==> src/rtl/vr_rr_arbiter.sv <==
// Round-robin arbiter sharing one valid/ready slave port among NUM_REQ requesters.
// A grant lasts up to BURST_LEN handshakes and always ends with one IDLE bubble cycle.
module vr_rr_arbiter #(
   parameter int NUM_REQ   = 4,
   parameter int ID_W      = 2,
   parameter int DATA_W    = 3,
   parameter int BURST_LEN = 4
) (
   input  logic                      sys_clk,
   input  logic                      rst_n,
   input  logic [NUM_REQ-1:0]        req_valid,
   input  logic [NUM_REQ*DATA_W-1:0] req_data,
   output logic [NUM_REQ-1:0]        req_ready,
   output logic                      out_valid,
   output logic [DATA_W-1:0]         out_data,
   input  logic                      out_ready,
   output logic [ID_W-1:0]           grant_id,
   output logic                      busy
);

   typedef enum logic {IDLE, GRANT} state_e;

   state_e          state_q;
   logic [ID_W-1:0] grant_q;
   logic [ID_W-1:0] last_ptr_q;
   logic [7:0]      beat_cnt_q;

   logic [ID_W-1:0] winner_d;
   logic [ID_W-1:0] idx;
   logic            found;
   logic            any_req;
   logic            granted;
   logic            hs;
   logic            last_beat;

   // Search starts one past the last winner so the previous owner has lowest priority.
   always_comb begin
      winner_d = '0;
      idx      = '0;
      found    = 1'b0;
      any_req  = |req_valid;
      for (int k = 1; k <= NUM_REQ; k++) begin
         idx = ID_W'((int'(last_ptr_q) + k) % NUM_REQ);
         if (!found && req_valid[idx]) begin
            winner_d = idx;
            found    = 1'b1;
         end
      end
   end

   assign granted   = (state_q == GRANT);
   assign out_valid = granted & req_valid[grant_q];
   assign out_data  = granted ? req_data[grant_q*DATA_W +: DATA_W] : '0;
   assign hs        = out_valid & out_ready;
   assign last_beat = (beat_cnt_q == 8'(BURST_LEN-1));
   assign grant_id  = grant_q;
   assign busy      = granted;

   for (genvar i = 0; i < NUM_REQ; i++) begin : g_ready
      assign req_ready[i] = granted && (grant_q == ID_W'(i)) && out_ready;
   end

   always_ff @(posedge sys_clk or negedge rst_n) begin
      if (!rst_n) begin
         state_q    <= IDLE;
         grant_q    <= '0;
         last_ptr_q <= ID_W'(NUM_REQ-1);
         beat_cnt_q <= '0;
      end else begin
         case (state_q)
            IDLE: begin
               if (any_req) begin
                  grant_q    <= winner_d;
                  last_ptr_q <= winner_d;
                  beat_cnt_q <= '0;
                  state_q    <= GRANT;
               end
            end
            GRANT: begin
               // Last-beat completion wins over a simultaneous valid drop.
               if (hs && last_beat) begin
                  state_q    <= IDLE;
                  beat_cnt_q <= '0;
               end else if (!req_valid[grant_q]) begin
                  state_q    <= IDLE;
                  beat_cnt_q <= '0;
               end else if (hs) begin
                  beat_cnt_q <= beat_cnt_q + 8'd1;
               end
            end
            default: state_q <= IDLE;
         endcase
      end
   end

endmodule

==> config.mk <==
export PLATFORM = sky130hd
export DESIGN_NAME = vr_rr_arbiter
export DESIGN_NICKNAME = d
export VERILOG_FILES = /design/src/rtl/vr_rr_arbiter.sv
export SDC_FILE = /design/constraint.sdc
export NUM_CORES = 1
export LEC_CHECK = 0
export BUFFER_PORTS_ARGS = -buffer_cell sky130_fd_sc_hd__buf_2
export CORE_MARGIN = 2
export CORE_UTILIZATION = 48
export DETAILED_ROUTE_END_ITERATION = 16
export HOLD_SLACK_MARGIN = 0.08
export PLACE_DENSITY = 0.84
export SKIP_LAST_GASP = 1
export SLEW_MARGIN = 25
export SYNTH_ARGS = -nofsm -noshare
export SYNTH_HDL_FRONTEND = slang
export SYNTH_SLANG_ARGS = --single-unit
==> constraint.sdc <==
create_clock -name sys_clk -period 2.5 [get_ports sys_clk]
set_clock_uncertainty 0.1 [all_clocks]
set_input_delay 0.25 -clock sys_clk [delete_from_list [all_inputs] [get_ports sys_clk]]
set_output_delay 0.25 -clock sys_clk [all_outputs]
set_load 0.01 [all_outputs]
==> impl_metrics.csv <==
group,metric,value,unit
status,status,"completed",
die,start_util,50.7,%
critical_path,crit_required,2.15,ns
clocking,worstSkewPairLatency,0.27,ns
timing,setup_viol,0,
critical_path,startpoint_type,"flip-flop",
clocking,path_clk_slew,0.08,ns
drt,routed_wl,2.06,mm
synth,ys_ff_latch,13,
drt,vias,866,
layout,design_area,0.00109,mm²
synth,ys_warn_count,0,
synth,post-synth-top-count-cell,"dfrtp_1",
timing,min_period,2.07,ns
timing,max_slew_margin,71.7,%
synth,avgSynthCellArea,9.12,µm²
power,powerDensity,908,mW/mm²
drt,drc,0,
timing,maxSlewViolCount,0,
drt,drt_iter0_drc,20,
place,dp.cells,149,
synth,syn_inst,96,
synth,yosys.area.top_type,"dfrtp_1",
clocking,cts_buffer_depth,2,
layout,final.fill_count,163,
layout,diodes,0,
clocking,numClockSinks,13,
layout,layoutNonFillerInstCount,154,
hold_path,hold_class,"in -> reg",
power,p_leak,0.000524,µW
drt,detail_route.vias_per_cell,5.62,
timing,clock.fmax,483,MHz
power,power,988,µW
timing,worstMarginPinSlew,0.425,ns
critical_path,end_kind,"output pin",
die,die_w,46.7,µm
die,die_height,46.7,µm
die,row_count,15,
power,p_sw_share,41.7,%
drt,wl_per_cell,13.4,µm
synth,netlist_top_cells_area,"dfrtp_1 (31%), mux4_2 (7.7%), dfstp_2 (6.0%)",
power,seqPwrFrac,37.9,%
clocking,cts_tree,"built",
synth,netlist_top_cells_count,"dfrtp_1 (11), nand2_1 (10), nor2_1 (9)",
critical_path,r2r_slack,0.58,ns
synth,syn-cell-area,876,µm²
power,comb_power_share,49.2,%
power,p_int,576,µW
layout,fin_nets,150,
grt,grt_max_degree,14,
timing,hold_viol,0,
drt,ant_nets,0,
critical_path,crit_fanout,10,
timing,fin_crit_sh,82.8,%
timing,setup_tns,0,ns
synth,ys_seq_area_share,37.4,%
place,gp_congestion,0.851,
synth,synth_flop_cell,"dfrtp_1",
synth,synth_async_sr_flop_share,100,%
grt,track_usage,21.4,%
die,coreArea,0.00173,mm²
die,die-area,0.00218,mm²
place,io_buffers,29,
grt,grt_pass1_vias,756,
power,p_sw,411,µW
synth,synth_edf_count,0,
synth,ys_types,40,
layout,fin_util,63.0,%
layout,syn2layout_area_growth,24.1,%
critical_path,path_class,"reg -> out",
grt,antenna_found_initial,0,
power,ir_worst_vdd,0.431,mV
drt,dr.pass1.iters,4,
clocking,htreeDepth,1,
grt,grt_first_pass_wirelength,3.18,mm
critical_path,worstPathArrival,1.72,ns
place,place.detailed.hpwl,1.65,mm
layout,drive_above_1_share,33.3,%
flow_run,cap_violations,0,
die,io-pin-count,30,
place,placed_area,0.00105,mm²
synth,syn_nets,116,
synth,netlist.area_leader.share,31.4,%
grt,overflow,0,
clocking,postCtsSetupRepairBufs,0,
clocking,cts_buffers,3,
power,p_clk_share,12.9,%
clocking,clock-root-buffer,"clkbuf_4",
timing,rsz0062_at_grt,"false",
==> cells in the final DEF (no fill, tap or decap), types with 2 or more instances in the layout <==
cell type,instances
a21o_1,2
a21oi_1,4
and2_1,3
buf_2,29
clkbuf_4,3
dfrtp_1,11
dfstp_2,2
inv_1,4
mux2i_1,5
mux4_2,3
nand2_1,10
nand2b_1,3
nand3_1,6
nor2_1,9
nor3_1,3
nor3b_1,4
nor4_1,2
==> power by group through the flow <==
| stage | Sequential (µW) | Combinational, µW | Clock [µW] |
|---|---|---|---|
| after CTS | 376 | 488 | 131 |
| after floorplan | 346 | 363 | 0 |
| after global placement | 371 | 474 | 0 |
| final | 374 | 486 | 128 |
| after global routing | 388 | 540 | 143 |
| after detailed placement | 380 | 487 | 0 |
==> repair_timing <==
action / in CTS / in global routing
hold buffers: 1 / 0
endpoints found under the hold margin: 13 / 0
resized for setup: 0 / 0
==> worst max-delay path, stage by stage, from the launching register on <==
cell and delay [ns]:
dfrtp_1 0.61, mux4_2 0.55, and2_1 0.16, buf_2 0.13
==> final cells by class <==
type                    count  area (µm²)  share of cell area (%)
clock buffers               4        26.3                    2.42
inverters                   5        18.8                    1.73
multi-input cells          76         520                    47.9
flip-flops and latches     13         328                    30.1
well taps                  25        31.3                    2.88
repair buffers             31         163                    15.0
==> cells by family (layout without fill, tap and decap cells) <==
logic type	Yosys count	count (layout)	share of synthesized area [%]
flip-flops	13	13	37.4
buffers and inverters	7	40	3.14
multiplexers	8	8	13.4
AO/OA/AOI/OAI	19	19	15.6
AND/OR/NAND/NOR	48	48	29.0
adder cells (fa/ha/maj)	1	1	1.43
==> metrics by stage <==
stage	setup WS [ns]	hold slack [ns]
floorplan	0.692	-0.146
global placement	0.663	0.0471
detailed placement	0.596	0.0534
CTS	0.407	0.264
global route	0.327	0.290
finish	0.431	0.272
==> registers in the layout, summed over array words and instances (netlist names) <==
name / cells
beat_cnt_q: 8
last_ptr_q: 2
grant_id: 2
busy: 1
==> layer usage <==
metal	wire length, µm	part of all wire (%)	global-route usage, %
met1	863	42	24.8
met2	1040	51	39.2
met3	133	6.5	2.35
met4	18	0.87	10.0
met5	0	0	0
==> path summary, 6_finish.rpt <==
path                                                start                   endpoint  depth (start not counted)
worst max-delay path              grant_id[0]$_DFFE_PN0P_                out_data[2]                          3
max in group asynchronous                           rst_n  last_ptr_q[1]$_DFFE_PN1P_                          2
worst min register to register  beat_cnt_q[7]$_DFFE_PN0P_  beat_cnt_q[7]$_DFFE_PN0P_                          2
worst min-delay path                            out_ready  beat_cnt_q[2]$_DFFE_PN0P_                          3
worst max register to register  beat_cnt_q[5]$_DFFE_PN0P_  beat_cnt_q[0]$_DFFE_PN0P_                          4
min in group asynchronous                           rst_n  beat_cnt_q[6]$_DFFE_PN0P_                          2
(Power assumes the default switching activity.)
